<file path="src/rtl/imm_encode.sv">
// Immediate encoder: rotated-8, 12-bit unsigned and branch-offset field encodings behind a valid/ready handshake.
// Define IMM_ENC_FAST_EN to evaluate all 16 rotations in parallel (single-cycle mode 00).
module imm_encode (
  input  logic        clk,
  input  logic        reset,
  input  logic        in_valid,
  output logic        in_ready,
  input  logic [31:0] value,
  input  logic [1:0]  ImmSrc,
  output logic        out_valid,
  input  logic        out_ready,
  output logic [23:0] Instr,
  output logic        enc_ok
);

  typedef enum logic [1:0] {
    IDLE,
    SEARCH,
    DONE
  } state_t;

  state_t      state;
  logic [31:0] value_q;
  logic [1:0]  src_q;

  logic        rot_hit;
  logic [3:0]  hit_rot;
  logic [7:0]  rot_imm;
  logic        last_try;

  logic        search_done;
  logic [23:0] next_instr;
  logic        next_ok;
  logic        branch_ok;

  // Rotate left by an even amount; the doubled word keeps a zero rotation well defined.
  function automatic logic [31:0] rol_even(input logic [31:0] v, input logic [3:0] r);
    logic [63:0] w;
    w = {v, v} << {r, 1'b0};
    return w[63:32];
  endfunction

`ifdef IMM_ENC_FAST_EN
  logic [31:0] cand;

  // Scan from the top so the smallest matching rotation overwrites any larger one.
  always_comb begin
    rot_hit = 1'b0;
    hit_rot = 4'd0;
    rot_imm = 8'd0;
    cand    = 32'd0;
    for (int i = 15; i >= 0; i--) begin
      cand = rol_even(value_q, 4'(i));
      if (cand[31:8] == 24'd0) begin
        rot_hit = 1'b1;
        hit_rot = 4'(i);
        rot_imm = cand[7:0];
      end
    end
  end

  assign last_try = 1'b1;
`else
  logic [3:0]  rot;
  logic [31:0] cand;

  always_comb begin
    cand    = rol_even(value_q, rot);
    rot_hit = (cand[31:8] == 24'd0);
    hit_rot = rot;
    rot_imm = cand[7:0];
  end

  assign last_try = (rot == 4'd15);

  always_ff @(posedge clk or posedge reset) begin
    if (reset) begin
      rot <= 4'd0;
    end else if (state != SEARCH) begin
      rot <= 4'd0;
    end else if (!search_done) begin
      rot <= rot + 4'd1;
    end
  end
`endif

  // Branch offsets are word aligned and must sign-extend from bit 25.
  assign branch_ok = (value_q[1:0] == 2'b00) &&
                     ((value_q[31:25] == 7'h00) || (value_q[31:25] == 7'h7F));

  always_comb begin
    search_done = 1'b1;
    next_instr  = 24'd0;
    next_ok     = 1'b0;
    case (src_q)
      2'b00: begin
        if (rot_hit) begin
          next_instr = {12'd0, hit_rot, rot_imm};
          next_ok    = 1'b1;
        end else begin
          search_done = last_try;
        end
      end
      2'b01: begin
        if (value_q[31:12] == 20'd0) begin
          next_instr = {12'd0, value_q[11:0]};
          next_ok    = 1'b1;
        end
      end
      2'b10: begin
        if (branch_ok) begin
          next_instr = value_q[25:2];
          next_ok    = 1'b1;
        end
      end
      default: begin
        next_instr = 24'd0;
        next_ok    = 1'b0;
      end
    endcase
  end

  always_ff @(posedge clk or posedge reset) begin
    if (reset) begin
      state     <= IDLE;
      value_q   <= 32'd0;
      src_q     <= 2'b00;
      in_ready  <= 1'b1;
      out_valid <= 1'b0;
      Instr     <= 24'd0;
      enc_ok    <= 1'b0;
    end else begin
      case (state)
        IDLE: begin
          if (in_valid) begin
            value_q  <= value;
            src_q    <= ImmSrc;
            in_ready <= 1'b0;
            state    <= SEARCH;
          end
        end
        SEARCH: begin
          if (search_done) begin
            Instr     <= next_instr;
            enc_ok    <= next_ok;
            out_valid <= 1'b1;
            state     <= DONE;
          end
        end
        DONE: begin
          if (out_ready) begin
            out_valid <= 1'b0;
            in_ready  <= 1'b1;
            state     <= IDLE;
          end
        end
        default: begin
          out_valid <= 1'b0;
          in_ready  <= 1'b1;
          state     <= IDLE;
        end
      endcase
    end
  end

endmodule

</file>
<file path="config.mk">
export PLATFORM = sky130hd
export DESIGN_NAME = imm_encode
export DESIGN_NICKNAME = d
export VERILOG_FILES = /design/src/rtl/imm_encode.sv
export SDC_FILE = /design/constraint.sdc
export NUM_CORES = 1
export LEC_CHECK = 0
export BUFFER_PORTS_ARGS = -buffer_cell sky130_fd_sc_hd__buf_2
export CAP_MARGIN = 20
export CORE_ASPECT_RATIO = 1.25
export CORE_UTILIZATION = 40
export DETAILED_ROUTE_END_ITERATION = 7
export SETUP_SLACK_MARGIN = 0.2
export SYNTH_ARGS = -nofsm -noshare
export SYNTH_HDL_FRONTEND = slang
export SYNTH_SLANG_ARGS = --single-unit
</file>
<file path="constraint.sdc">
create_clock -name clk -period 2.4 [get_ports clk]
set_clock_uncertainty 0.05 [all_clocks]
set_input_delay 0 -clock clk [delete_from_list [all_inputs] [get_ports clk]]
set_output_delay 0 -clock clk [all_outputs]
set_load 0.02 [all_outputs]
</file>
* After elaboration in Yosys (flattened, before gate mapping)
Index checks and enable logic that the tools add are counted.
** Operators by class
- Add/subtract/negate cells :: 1
- Equality and inequality tests :: 11
- Shift-type cells :: 1
- Mux-type cells :: 22
- Bitwise operators :: 2
- Reductions and logical operators :: 13
** Operators by type and width (count)
- 24-bit case mux with 3 select lines :: 1
- 64-bit by 5-bit left shift with 64-bit output :: 1
- 24-bit zero test :: 1
- 12-bit two-way mux :: 2
- 24-bit two-way mux :: 1
- 20-bit zero test :: 1
- 1-bit two-way mux :: 9
- 1-bit case mux with 3 select lines :: 3
- 3-bit AND reduction :: 3
- 4-bit two-way mux :: 2
- 7-bit == test (second input constant) :: 1
- 7-bit zero test :: 1
- 2-bit zero test :: 3
- 2-bit two-way mux :: 3
- 2-bit inequality test (second input constant) :: 3
- 2-bit case mux with 3 select lines :: 1
- 4-bit by 1-bit adder with 4-bit output (second input constant) :: 1
- 2-bit by 1-bit == test with 1-bit output (second input constant) :: 2
- 2-bit == test (second input constant) :: 2
- 4-bit == test (second input constant) :: 1
- 2-bit by 1-bit inequality test with 1-bit output (second input constant) :: 2
- 2-bit AND reduction :: 2
- 1-bit NOT :: 2
- 1-bit logical AND :: 1
- 1-bit logical OR :: 1
** Storage, ports and cells
- Bits in registers :: 67
- Output and inout bits :: 27
- Word-level logic and storage cells :: 58

* Longest topological paths before layout
- Word-level depth :: 6
- Mapped depth :: 13

* Least setup slack after synthesis
No wires, ideal clock.
- Path type :: register to register
- From :: register value_q[28]
- To :: register Instr[0]
- Setup time :: 0.125 ns
- Arrival time :: 2.453 ns
- Data required time :: 2.225 ns
- Path slack :: -0.229 ns
- Stages on the path, launching flop included :: 11
- Path buffers :: 3
- Path through :: dfrtp_1 -> buf_6 -> or3_1 -> o2bb2ai_1 -> mux4_2 -> or4_4 -> o21ai_4 -> a21oi_2 -> buf_6 -> buf_6 -> mux2i_1
** Between the ends
- Cells in the longest elaborated chain, start to end :: 5
- Elaborated cells between the ends (all ways) :: 14
- Classes of those cells :: eq/ne: 1; shift: 1; mux: 6; reduce/logical: 6
** RTL lines
- from (decl) :: line 23 : logic [31:0] value_q;
- from (signal assigned) :: line 136 : value_q <= value;
- 64-bit by 5-bit left shift with 64-bit output (tied with other cells) :: line 39 : w = {v, v} << {r, 1'b0};
- 24-bit zero test or 1-bit logical OR (tied branches) :: line 69, 89
- 1-bit two-way mux or 1-bit logical AND (tied branches) :: line 97, 88
- 1-bit two-way mux or 24-bit two-way mux (tied branches) :: line 95, 111
- 2-bit AND reduction (no line) or 24-bit case mux with 3 select lines (tied branches)
- to (signal assigned) :: line 144 : Instr <= next_instr;
- to (decl) :: line 12 : output logic [23:0] Instr,
Parallel ways exist; a longest one is shown, timed or not.
A chain may end at the register's enable or synchronous reset.

* Final worst setup path
- From :: register value_q[19]
- To :: register Instr[14]
** Between the ends
- Cells in the longest elaborated chain, start to end :: 5
** RTL lines
- 64-bit by 5-bit left shift with 64-bit output :: line 39
- 24-bit zero test :: line 69 : rot_hit = (cand[31:8] == 24'd0);
- 1-bit two-way mux :: line 97 : if (rot_hit) begin
- 1-bit two-way mux :: line 95 : case (src_q)
- 2-bit AND reduction (no line)
No other way between the ends.

==> summary by stage <==
Status
The run finished, with violations left. The final reports fail on DRC, setup timing.

GRT
The initial antenna violation count is 0. The global-route usage over all layers is around 30%. The first global-routing pass estimated ~28 mm of wire. The pin count of the biggest net entering global routing is 37. The number of global-route vias before repair is 5,142. The total overflow left after global routing is 0.

Setup path
The critical path goes through buf_4 -> nor3_1 -> a32oi_1 -> mux4_2 -> or4_4 -> o21ai_4 -> buf_12 -> a21oi_4 -> clkbuf_16 -> mux2i_1. The largest single stage delay on the critical path is approximately 0.47 ns. The count of cells along the worst register-to-register path is 10. The worst flop-to-flop path endpoint is Instr[14]$_DFFE_PP0P_.

The data arrival time of the worst path is around 3.1 ns. The setup slack of the most critical reg-to-reg path is -0.48 ns. STA classifies the critical path endpoint as a register. Of all nets on the critical path, the largest fanout is 6.

STA classifies the critical path startpoint as a register. The cell at the slowest stage of the critical path is sky130_fd_sc_hd__or4_4. Together, buffers and inverters on the worst path number 3. The worst register-to-register path begins at value_q[19]$_DFFE_PP0P_. In this design, the largest share of critical-path delay is due to simple AND/OR/NAND/NOR gates. For the worst setup path, the data required time is 2.58 ns. The critical path start-end classification is reg -> reg.

Yosys
The most used flip-flop cell after synthesis is sky130_fd_sc_hd__dfrtp_1. The multiplexer fraction of the synthesized cell area is just under 30%. In this run the cell area of the synthesized design comes to between 4000 and 5000 sq um.

The Yosys warning count is 0. The netlist uses 61 different library cells. The share of synthesized area occupied by flip-flops and latches is approximately 34%. The total nets after synthesis is 536. The adder-cell share of the synthesized area is less than 1%. Counting every instance in the synthesized netlist gives slightly below 500. Each instance of the synthesized netlist takes up on average about 9.9 sq um. The synthesized design contains 67 register bits. After Yosys synthesis, XOR and XNOR cells account for 0% of the synthesized area.

In this run, synthesis inferred 0 flip-flops with an integrated enable. Counting flops with an async set or reset pin after synthesis yields a share of 100%. The fraction of the mapped netlist area in compound gates is 13.2%. The simple-gate portion of the synthesized area is 14.8%. By area, the combinational part of the netlist is dominated by multiplexers.

Floorplanning
The core outline area is about 12,000 sq um. Measured along the x axis, the die boundary spans 101 microns. The number of core rows is between 40 and 50. The initial utilization of the core area, before any placement, comes to 40.8%. From bottom edge to top edge, the die measures ~130 microns.

The total I/O pin count is 65. The floorplan step defined a die boundary enclosing about 13,000 sq um.

Drt
The wire length per cell is 20.5 microns. The via density per instance is around 5.7. The detailed router placed roughly 5,000 vias in this run. The detailed router finished its first iteration with between 300 and 400 violations.

The remaining routing DRC violations is 1. The remaining antenna violation count is 0. Summed over all layers, the routed wires come to ~18 mm. The first detailed-routing pass took 7 iterations.

STA
Of the available clock period, the critical path in the final layout requires 120%. The actual transition at the worst max-transition pin is about 0.87 ns. After layout, the minimum clock period comes to a little under 3 ns. The final worst setup slack is -0.483 ns. The worst relative slew slack is a little over two fifths. Setup violations remaining at the end of the flow were counted as 32.

The total count of max-transition violations in the final report is 0. Setup repair after global routing could not meet its margin everywhere. The final-report hold violation count is 0. Derived from the worst setup path, the maximum achievable clock frequency is roughly 350 MHz.

Place
Routability-driven placement finished with a final weighted congestion of approximately 0.94. In this run the tool buffered the top-level ports with 64 buffer cells. After legalization and detailed placement, the total HPWL measured 13.0 mm.

Pwr
The power density over the cells is roughly 1100 nW/um^2. For this design the static power due to leakage is 0.00321 uW. The sum of internal, switching and leakage power is 8150 uW.

The worst-case IR drop observed on VDD is 628 uV.

Finish
The fraction of final layout cells sized beyond drive strength 1 is between 40% and 50%. In the layout the commonest cells are 134 x sky130_fd_sc_hd__buf_4, 64 x sky130_fd_sc_hd__dfrtp_1, 64 x sky130_fd_sc_hd__buf_2, 48 x sky130_fd_sc_hd__mux2_2, 41 x sky130_fd_sc_hd__mux2i_1. The area growth from synthesis to layout is 47.1%.

The most common cell after layout, fill and taps aside is sky130_fd_sc_hd__buf_4. The total inserted antenna cells is 0. Once layout is complete, the utilization of the core stands at between 60% and 70%. The number of inserted filler cells in the final layout is about 1,100. For this run, the post-layout net count is 742.

Clock network
The number of buffers on the longest clock path is 2. The tree built by TritonCTS fans out to 67 sinks. The CTS buffer count is 9. The H-tree was split into 3 levels.

Clock tree synthesis selected as its root buffer the cell sky130_fd_sc_hd__clkbuf_16. The CTS clock-pin slew for the worst setup and hold paths is ~0.060 ns. TritonCTS built the clock tree. At the later pin of the worst-skew pair, clock insertion delay measures between 0.3 and 0.4 ns.

Hold path
The worst hold path belongs to the class in -> async.

Run
The max-capacitance violation count is 0.
stage by stage:
step           instances  TNS [ns]  hold WS, ns  setup WS, ns  area [sq um]
2_1_floorplan        497     -5.16       0.0668        -0.228          4970
3_3_place_gp         804    -21.22       0.0569        -0.714          6230
3_5_place_dp         804    -22.36       0.0669        -0.783          6230
4_1_cts              868    -11.45        0.247        -0.400          7150
5_1_grt              872    -14.16        0.341        -0.501          7270
6_report             872    -13.22        0.291        -0.483          7270
routing by layer:
metal | up-vias | share of wire [%] | GRT usage (%)
li1 | 2248 | - | -
met1 | 2475 | 40 | 36.7
met2 | 202 | 50 | 49.3
met3 | 51 | 5.1 | 4.00
met4 | 0 | 4.9 | 15.9
met5 | - | 0 | 0
sequential cells by signal (all words and copies together), names as in the netlist:
| name | flops |
|---|---|
| enc_ok | 1 |
| hit_rot | 4 |
| state | 2 |
| value_q | 32 |
| Instr | 24 |
| in_ready | 1 |
| src_q | 2 |
| out_valid | 1 |
power breakdown:
| part | leakage (uW) | internal, uW | switching [uW] |
|---|---|---|---|
| logic | 0.00222 | 2500 | 2160 |
| clock network | 0.000146 | 844 | 552 |
| registers | 0.000848 | 1470 | 628 |
| total | 0.00321 | 4810 | 3340 |
cell type report:
class,instances,area (sq um),area share [%]
multi-input cells,345,3040,41.9
repair buffers,248,1910,26.3
flip-flops and latches,67,1680,23.1
clock buffers,10,239,3.29
well taps,164,205,2.82
inverters,32,121,1.67
clock inverters,6,71.3,0.981
tightest hold or removal path, cell delays in order:
cell,delay [ns]
sky130_fd_sc_hd__dlygate4sd3_1,0.56
sky130_fd_sc_hd__buf_2,0.14
sky130_fd_sc_hd__inv_2,0.05
sky130_fd_sc_hd__buf_4,0.36
synth_stat cells, types with 2 or more instances:
cell	n	share of area (%)
sky130_fd_sc_hd__o22ai_1	2	0.25
sky130_fd_sc_hd__and4b_1	2	0.41
sky130_fd_sc_hd__nand4_1	5	0.63
sky130_fd_sc_hd__buf_6	7	1.6
sky130_fd_sc_hd__o21ai_0	8	0.81
sky130_fd_sc_hd__a31oi_1	16	2.0
sky130_fd_sc_hd__nor3b_1	7	1.1
sky130_fd_sc_hd__a21o_1	2	0.30
sky130_fd_sc_hd__nor4_1	9	1.1
sky130_fd_sc_hd__a211oi_1	6	0.91
sky130_fd_sc_hd__dfrtp_1	66	33
sky130_fd_sc_hd__nor2_1	28	2.1
sky130_fd_sc_hd__a22o_1	11	2.0
sky130_fd_sc_hd__nor3_1	12	1.2
sky130_fd_sc_hd__a21oi_1	16	1.6
sky130_fd_sc_hd__a22oi_1	6	0.91
sky130_fd_sc_hd__clkbuf_2	3	0.30
sky130_fd_sc_hd__nand3_1	10	1.0
sky130_fd_sc_hd__nand2_1	37	2.8
sky130_fd_sc_hd__clkbuf_1	29	2.2
sky130_fd_sc_hd__o31ai_1	2	0.30
sky130_fd_sc_hd__inv_1	31	2.4
sky130_fd_sc_hd__buf_2	9	0.91
sky130_fd_sc_hd__or3_1	3	0.38
sky130_fd_sc_hd__nand2b_1	5	0.63
sky130_fd_sc_hd__nor2b_1	7	0.89
sky130_fd_sc_hd__buf_4	5	0.76
sky130_fd_sc_hd__mux2i_1	44	8.9
sky130_fd_sc_hd__nor4b_1	3	0.53
sky130_fd_sc_hd__o211ai_1	4	0.61
sky130_fd_sc_hd__mux4_2	21	9.6
sky130_fd_sc_hd__or4_1	3	0.46
sky130_fd_sc_hd__mux2_2	48	11
sky130_fd_sc_hd__a211o_1	2	0.35
sky130_fd_sc_hd__buf_1	2	0.15
how the worst max path moves through the flow:
stage                                 start                    end  slack [ns]  depth (start not counted)
detailed placement   hit_rot[0]$_DFFE_PP0N_  Instr[15]$_DFFE_PP0P_       -0.78                         10
global placement     hit_rot[0]$_DFFE_PP0N_     enc_ok$_DFFE_PP0P_       -0.71                         10
CTS                  hit_rot[1]$_DFFE_PP0N_  Instr[13]$_DFFE_PP0P_       -0.40                          9
finish              value_q[19]$_DFFE_PP0P_  Instr[14]$_DFFE_PP0P_       -0.48                         10
global route         hit_rot[0]$_DFFE_PP0N_  Instr[11]$_DFFE_PP0P_       -0.50                         10
floorplan           value_q[28]$_DFFE_PP0P_   Instr[0]$_DFFE_PP0P_       -0.23                         10
cells by family (layout without fill, tap and decap cells):
| family | count (synthesis) | count (layout) |
|---|---|---|
| and+or+nand+nor | 139 | 139 |
| muxes | 113 | 113 |
| AOI/OAI and AO/OA | 90 | 92 |
| buffers and inverters | 87 | 296 |
| DFF | 67 | 67 |
| adders and majority gates | 1 | 1 |
repair_timing:
item / CTS / global route
setup endpoints to repair: 32 / 32
setup buffers: 9 / 3
resized for setup: 26 / 10
endpoints found under the hold margin: 103 / 0
hold buffers: 37 / 0
pin swaps: 6 / 1
gates cloned: 2 / 1
Power figures use the tool's default switching activity.
